`config.mk`:
```
export PLATFORM = sky130hd
export DESIGN_NAME = mux_rr_sched_flat
export DESIGN_NICKNAME = d
export VERILOG_FILES = /design/src/rtl/mux_rr_sched_if.sv /design/src/rtl/mux_rr_sched.sv /design/src/flat_wrapper.sv
export SDC_FILE = /design/constraint.sdc
export NUM_CORES = 1
export LEC_CHECK = 0
export BUFFER_PORTS_ARGS = -buffer_cell sky130_fd_sc_hd__buf_2
export CAP_MARGIN = 10
export CORE_MARGIN = 3
export CORE_UTILIZATION = 46
export DETAILED_ROUTE_END_ITERATION = 8
export PLACE_DENSITY = 0.69
export SETUP_SLACK_MARGIN = 0.2
export SLEW_MARGIN = 20
export SYNTH_ARGS = -nofsm -noshare
export SYNTH_HDL_FRONTEND = slang
export SYNTH_SLANG_ARGS = --single-unit
```
`constraint.sdc`:
```
create_clock -name clk -period 12 [get_ports clk]
set_clock_uncertainty 0.05 [all_clocks]
set_input_delay 0 -clock clk [delete_from_list [all_inputs] [get_ports clk]]
set_output_delay 0 -clock clk [all_outputs]
set_load 0.05 [all_outputs]
```
`src/rtl/mux_rr_sched_if.sv`:
```
// Request/grant bundle between the 16 requesters and the round-robin mux scheduler.
// master = scheduler side (drives select/grant), slave = requester side.
interface mux_rr_sched_if;
  logic [15:0] req;
  logic        done;
  logic [3:0]  sel;
  logic [15:0] grant;
  logic        valid;
  logic        timeout;

  modport master (input req, done, output sel, grant, valid, timeout);
  modport slave  (output req, done, input sel, grant, valid, timeout);
endinterface

```
`src/rtl/mux_rr_sched.sv`:
```
// Round-robin owner of a shared 16:1 mux select; grant registered 1 edge after request.
// Grant held until done, request drop or MAX_HOLD cycles; a one-cycle idle gap follows every grant.
module mux_rr_sched #(
  parameter int N        = 16,
  parameter int SELW     = 4,
  parameter int MAX_HOLD = 8
) (
  input  logic           clk,
  input  logic           rst,
  mux_rr_sched_if.master bus
);

  typedef enum logic {IDLE = 1'b0, GRANT = 1'b1} state_t;

  localparam logic [7:0] HOLD_LAST = 8'(MAX_HOLD - 1);

  state_t          state_q, state_d;
  logic [SELW-1:0] ptr_q, ptr_d;
  logic [SELW-1:0] sel_q, sel_d;
  logic [7:0]      hold_q, hold_d;
  logic [N-1:0]    grant_q, grant_d;
  logic            valid_q, valid_d;
  logic            timeout_q, timeout_d;

  logic [SELW-1:0] winner;
  logic [SELW-1:0] idx;
  logic            found;
  logic            at_limit;

  // First requester at or after ptr, wrapping naturally in SELW bits.
  always_comb begin
    winner = ptr_q;
    idx    = ptr_q;
    found  = 1'b0;
    for (int k = 0; k < N; k++) begin
      idx = ptr_q + k[SELW-1:0];
      if (!found && bus.req[idx]) begin
        winner = idx;
        found  = 1'b1;
      end
    end
  end

  always_comb begin
    state_d   = state_q;
    ptr_d     = ptr_q;
    sel_d     = sel_q;
    hold_d    = hold_q;
    grant_d   = grant_q;
    valid_d   = valid_q;
    timeout_d = 1'b0;
    at_limit  = (hold_q == HOLD_LAST);
    case (state_q)
      IDLE: begin
        if (found) begin
          state_d = GRANT;
          sel_d   = winner;
          grant_d = {{(N-1){1'b0}}, 1'b1} << winner;
          valid_d = 1'b1;
          hold_d  = 8'd0;
        end
      end
      GRANT: begin
        if (bus.done || !bus.req[sel_q] || at_limit) begin
          state_d   = IDLE;
          valid_d   = 1'b0;
          grant_d   = '0;
          ptr_d     = sel_q + SELW'(1);
          hold_d    = 8'd0;
          // Only a pure hold-limit release is reported as a timeout.
          timeout_d = at_limit && !bus.done && bus.req[sel_q];
        end else begin
          hold_d = hold_q + 8'd1;
        end
      end
      default: state_d = IDLE;
    endcase
  end

  always_ff @(posedge clk or posedge rst) begin
    if (rst) begin
      state_q   <= IDLE;
      ptr_q     <= '0;
      sel_q     <= '0;
      hold_q    <= 8'd0;
      grant_q   <= '0;
      valid_q   <= 1'b0;
      timeout_q <= 1'b0;
    end else begin
      state_q   <= state_d;
      ptr_q     <= ptr_d;
      sel_q     <= sel_d;
      hold_q    <= hold_d;
      grant_q   <= grant_d;
      valid_q   <= valid_d;
      timeout_q <= timeout_d;
    end
  end

  assign bus.sel     = sel_q;
  assign bus.grant   = grant_q;
  assign bus.valid   = valid_q;
  assign bus.timeout = timeout_q;

endmodule

```
`src/flat_wrapper.sv`:
```
// flat-port wrapper written by rule: the top's interface ports become plain ports
module mux_rr_sched_flat 
#(
  parameter int N        = 16,
  parameter int SELW     = 4,
  parameter int MAX_HOLD = 8
)
  (clk, rst, bus_req, bus_done, bus_sel, bus_grant, bus_valid, bus_timeout);
  mux_rr_sched_if bus_i ();
  input  logic clk;
  input  logic rst;
  input wire logic [$bits(bus_i.req)-1:0] bus_req;
  input wire logic [$bits(bus_i.done)-1:0] bus_done;
  output wire logic [$bits(bus_i.sel)-1:0] bus_sel;
  output wire logic [$bits(bus_i.grant)-1:0] bus_grant;
  output wire logic [$bits(bus_i.valid)-1:0] bus_valid;
  output wire logic [$bits(bus_i.timeout)-1:0] bus_timeout;
  assign bus_i.req = bus_req;
  assign bus_i.done = bus_done;
  assign bus_sel = bus_i.sel;
  assign bus_grant = bus_i.grant;
  assign bus_valid = bus_i.valid;
  assign bus_timeout = bus_i.timeout;
  mux_rr_sched #(.N(N), .SELW(SELW), .MAX_HOLD(MAX_HOLD)) u_core (.clk(clk), .rst(rst), .bus(bus_i));
endmodule
```
==> impl_metrics.env, run 1 <==
export IMPL_outcome="finished, final reports clean"
export IMPL_synth_top_area_cell="dfrtp_1"
export IMPL_dieArea_um2=10500
export IMPL_grt_remaining_overflow=0
export IMPL_die_w_um=103
export IMPL_place_area_um2=4500
export IMPL_max_cap_violations=0
export IMPL_max_slew_margin=0.309
export IMPL_fill_cells=838
export IMPL_critPathKind="reg -> reg"
export IMPL_ys_seq_elements=35
export IMPL_viasPerCell=6.94
export IMPL_first_pass_iters=5
export IMPL_htree_levels=2
export IMPL_cts_num_sinks=35
export IMPL_ys_flop_type="dfrtp_1"
export IMPL_drtIter0Drc=354
export IMPL_final_nets=501
export IMPL_start_util=0.483
export IMPL_yosysUniqueCellTypes=72
export IMPL_wl_met3_um=866
export IMPL_antenna_found_initial=0
export IMPL_instances_no_fill=581
export IMPL_syn_cell_area_um2=4300
export IMPL_synth_edf_count=0
export IMPL_synth_warnings=0
export IMPL_dp_cells=572
export IMPL_grt_max_degree=40
export IMPL_netlist_instances=448
export IMPL_cts_clk_slew_worst_paths_ns=0.07
export IMPL_syn_num_nets=476
export IMPL_startpoint_type="flop"
export IMPL_row_count=34
export IMPL_r2r_start="u_core.ptr_q[0]"
export IMPL_yosysSeqAreaShare=0.204
export IMPL_area_growth_pct=7.60
export IMPL_grt_pass1_wl_um=19500
export IMPL_end_kind="flop"
export IMPL_final_max_slew_viol_count=0
export IMPL_synth_top_area_frac=0.204
export IMPL_crit_path_start="u_core.ptr_q[0]"
export IMPL_wl_per_cell_um=21.2
export IMPL_synth_area_leaders="dfrtp_1 20%, mux4_2 16%, mux2_2 10%, mux2i_1 6.3%, nand2_1 4.2%"
export IMPL_fmax_ghz=0.177
export IMPL_cts_tree="yes"
export IMPL_wl_met1_um=5330
export IMPL_num_vias=4033
export IMPL_setup_violations=0
export IMPL_wl_met2_um=5760
export IMPL_cp_required_ns=12.11
export IMPL_ios=41
export IMPL_fin_crit_ns=5.64
export IMPL_diodes=0
export IMPL_crit_fanout=39
export IMPL_chipHeight_um=103
export IMPL_tns_ns=0
export IMPL_multi_input_area_um2=3200
export IMPL_hp_class="in -> async"
export IMPL_hold_violations=0
export IMPL_drive_gt1_frac=0.277
export IMPL_synthTopCellsByCount="48 x nand2_1, 40 x mux2_2, 35 x dfrtp_1"
export IMPL_rsz0062_at_grt="false"
export IMPL_dp_hpwl_um=9180
export IMPL_worstPathArrival_ns=5.75
export IMPL_cts_max_path_buffers=2
export IMPL_worst_slew_pin_slew_ns=1.03
export IMPL_synthArstFlopShare=1.00
export IMPL_grt_pass1_vias=3701
export IMPL_drc=0
export IMPL_io_buffers=40
export IMPL_yosys_cell_count_top_type="nand2_1"
export IMPL_clk_latency_ns=0.28
export IMPL_wl_um=12300
export IMPL_cts_buffers=5
export IMPL_grt_use_total=0.234
export IMPL_cts_resized_gates=0
export IMPL_core_um2=8890
export IMPL_ant_nets=0
export IMPL_globalplace_congestion=0.951
export IMPL_fin_crit_sh=0.470
export IMPL_cts_root_buf="clkbuf_8"
export IMPL_top_layer="met4"
export IMPL_regArea_um2=876
export IMPL_finalInstanceArea_um2=4620
export IMPL_avgSynthCellArea_um2=9.59
==> registers in the layout, indices dropped and copies added, names as in the netlist <==
register and cells:
u_core.hold_q 8, u_core.bus.timeout 1, u_core.bus.sel 4, u_core.ptr_q 4, u_core.state_q 1, u_core.bus.valid 1, u_core.bus.grant 16
==> layout make-up <==
type	count	area share
Multi-Input combinational cell	369	0.693
Timing Repair Buffer	45	0.0525
Clock buffer	6	0.0157
Tap cell	108	0.0292
Inverter	17	0.0138
Clock inverter	1	0.00650
Sequential cell	35	0.189
==> cells in the final DEF, fill, tap and decap left out, types with 4 or more instances in the layout <==
master    count
a21o_1        4
a21oi_1      14
a32oi_1       5
and3_1        4
buf_2        40
clkbuf_8      5
dfrtp_1      35
ha_1          9
inv_1        16
mux2_2       40
mux2i_1      27
mux4_2       31
nand2_1      48
nand2b_1      5
nand3_1      12
nor2_1       30
nor2b_1       4
o211ai_1      4
o21ai_0      25
o22ai_1       6
o31ai_1       8
o41ai_1      11
xnor2_1      10
xor2_1        4
==> worst paths after layout <==
check | to | slack (ns) | cells after the start
max | u_core.bus.grant[4] | 6.36 | 12
min | u_core.bus.valid | 0.31 | 4
min reg2reg | u_core.bus.grant[12] | 0.42 | 2
max reg2reg | u_core.bus.grant[4] | 6.36 | 12
min in group clk | u_core.bus.grant[12] | 0.42 | 2
max in group asynchronous | u_core.bus.grant[13] | 11.29 | 4
==> metal layers <==
metal | vias up | GRT usage
met4 | 0 | 0.0898
met2 | 187 | 0.375
met1 | 2011 | 0.320
li1 | 1807 | -
met3 | 28 | 0.0325
met5 | - | 0
==> through the flow <==
| stage | util | hold WS, ns | setup WS, ns |
|---|---|---|---|
| 6_report | 0.520 | 0.308 | 6.36 |
| 5_1_grt | 0.520 | 0.368 | 5.92 |
| 4_1_cts | 0.520 | 0.318 | 6.41 |
| 3_5_place_dp | 0.506 | 0.0711 | 6.44 |
| 3_3_place_gp | 0.506 | 0.0642 | 6.64 |
| 2_1_floorplan | - | 0.104 | 7.60 |
==> worst max-delay path: stages, from the launching register on <==
cell	delay [ns]
dfrtp_1	0.33
buf_4	0.45
inv_1	0.39
ha_1	1.06
mux2_2	0.44
mux2_2	0.31
o22ai_1	0.44
o21ai_1	0.25
nor4_4	0.53
o311a_1	0.30
a211oi_1	0.10
or2_0	0.43
o41ai_1	0.43
==> logic make-up (layout without fill, tap and decap cells) <==
family | after synthesis | in the layout | synth area share
compound gates | 119 | 119 | 0.203
xor+xnor | 15 | 15 | 0.0323
fa+ha+maj | 9 | 9 | 0.0262
buf+inv | 44 | 69 | 0.0507
flops | 35 | 35 | 0.204
mux | 101 | 101 | 0.341
simple gates | 125 | 125 | 0.142
==> timing repair <==
item | in CTS | in global routing
hold buffers | 2 | 0
setup buffers | 0 | 0
endpoints found under the hold margin | 37 | 0
Power of run 1 is left out: the tool's default activity adds up to more than one toggle a clock period on the data nets, which glitch-free logic cannot reach.
==> run 2, diff against run 1 <==
==> constraint.sdc (replaced) <==
create_clock -name clk -period 5.65 [get_ports clk]
set_clock_uncertainty 0.05 [all_clocks]
set_input_delay 0 -clock clk [delete_from_list [all_inputs] [get_ports clk]]
set_output_delay 0 -clock clk [all_outputs]
set_load 0.05 [all_outputs]
==> run 2 against run 1 <==
- sequential cell count unchanged
- final area is 0.97% higher
- non-clock buffer count increased by 4
- critical path type unchanged
- worst hold slack lost 0.010 ns
- fmax is 12% higher
==> impl_metrics.env, run 2 (same netlist as run 1, synthesis figures left out) <==
export IMPL_antenna_found_initial=0
export IMPL_dp_hpwl_um=9510
export IMPL_grt_pass1_wl_um=20100
export IMPL_htree_levels=2
export IMPL_worstPathArrival_ns=5.15
export IMPL_hp_class="in -> async"
export IMPL_cts_clk_slew_worst_paths_ns=0.07
export IMPL_outcome="finished, final reports clean"
export IMPL_area_growth_pct=8.65
export IMPL_pre_cts_slack_ns=0.688
export IMPL_row_count=34
export IMPL_wl_um=12600
export IMPL_grt_pass1_vias=3842
export IMPL_end_kind="flop"
export IMPL_dieArea_um2=10500
export IMPL_setup_violations=0
export IMPL_viasPerCell=6.77
export IMPL_max_cap_violations=0
export IMPL_max_slew_margin=0.483
export IMPL_crit_fanout=17
export IMPL_largest_reg_flops=16
export IMPL_cts_resized_gates=0
export IMPL_tns_ns=0
export IMPL_cts_max_path_buffers=2
export IMPL_grt_remaining_overflow=0
export IMPL_io_buffers=40
export IMPL_first_pass_iters=5
export IMPL_rsz0062_at_grt="false"
export IMPL_cts_tree="yes"
export IMPL_start_util=0.483
export IMPL_mostFrequentLayoutCells="48 x nand2_1, 40 x mux2_2, 40 x buf_2"
export IMPL_critPathKind="reg -> reg"
export IMPL_cts_buffers=5
export IMPL_num_vias=3966
export IMPL_fin_crit_sh=0.895
export IMPL_hold_violations=0
export IMPL_cts_num_sinks=35
export IMPL_wl_per_cell_um=21.4
export IMPL_fin_crit_ns=5.06
export IMPL_fill_cells=791
export IMPL_final_max_slew_viol_count=0
export IMPL_setup_ws_ns=0.595
export IMPL_startpoint_type="flop"
export IMPL_drive_gt1_frac=0.287
export IMPL_chipHeight_um=103
export IMPL_diodes=0
export IMPL_grt_use_total=0.243
export IMPL_grt_max_degree=38
export IMPL_clk_latency_ns=0.28
export IMPL_final_nets=505
export IMPL_globalplace_congestion=0.966
export IMPL_ant_nets=0
export IMPL_cts_setup_buffers=0
export IMPL_fmax_ghz=0.198
export IMPL_drc=0
export IMPL_cp_required_ns=5.75
export IMPL_worst_slew_pin_slew_ns=0.754
export IMPL_cts_root_buf="clkbuf_8"
export IMPL_drtIter0Drc=350
export IMPL_die_w_um=103
export IMPL_ios=41
export IMPL_core_um2=8890
export IMPL_final_common_cell="nand2_1"
## run 2: worst paths after layout
check	to	slack, ns	start	cells after the start
max	u_core.bus.grant[12]	0.59	u_core.ptr_q[2]	11
min reg2reg	u_core.bus.grant[6]	0.42	u_core.bus.grant[6]	2
min	u_core.bus.grant[1]	0.30	rst	4
min in group clk	u_core.bus.grant[6]	0.42	u_core.bus.grant[6]	2
max in group asynchronous	u_core.bus.grant[14]	4.94	rst	4
max reg2reg	u_core.bus.grant[12]	0.59	u_core.ptr_q[2]	11
## run 2: through the flow
stage	hold WS [ns]	utilization	std cells	instance area [µm²]
after floorplan	0.104	-	448	4300
after global placement	0.0640	0.510	576	4530
after detailed placement	0.0701	0.510	576	4530
after CTS	0.316	0.525	586	4670
after global routing	0.351	0.525	586	4670
final	0.298	0.525	586	4670
## run 2: worst max-delay path, stage by stage (launching register included)
cell,delay (ns)
dfrtp_1,0.83
clkinv_1,0.55
ha_1,0.71
mux4_2,0.40
mux4_2,0.57
inv_1,0.14
o21ai_0,0.09
o221a_2,0.26
o311a_1,0.36
o31ai_1,0.34
or2_0,0.45
o41ai_1,0.15
## run 2: repair_timing
action                                  4_1_cts  5_1_grt
endpoints found under the hold margin        37        0
endpoints found under the setup margin        0        0
hold buffers                                  2        0
## run 2: cell type report
| type | count | area [µm²] | area share |
|---|---|---|---|
| clock buffer | 6 | 82.6 | 0.0177 |
| clock inverter | 2 | 35.0 | 0.00750 |
| inverter | 17 | 63.8 | 0.0137 |
| multi-input combinational | 369 | 3200 | 0.686 |
| sequential | 35 | 876 | 0.188 |
| tap | 108 | 135 | 0.0289 |
| timing repair buffer | 49 | 273 | 0.0584 |
## run 2: routing by layer
| metal | wire (µm) | vias to the layer above | global-route usage |
|---|---|---|---|
| met3 | 825 | 35 | 0.0332 |
| met4 | 381 | 0 | 0.0838 |
| li1 | - | 1809 | - |
| met5 | 0 | - | 0 |
| met2 | 5830 | 187 | 0.396 |
| met1 | 5520 | 1935 | 0.331 |
Power of run 2 is left out for the same reason.
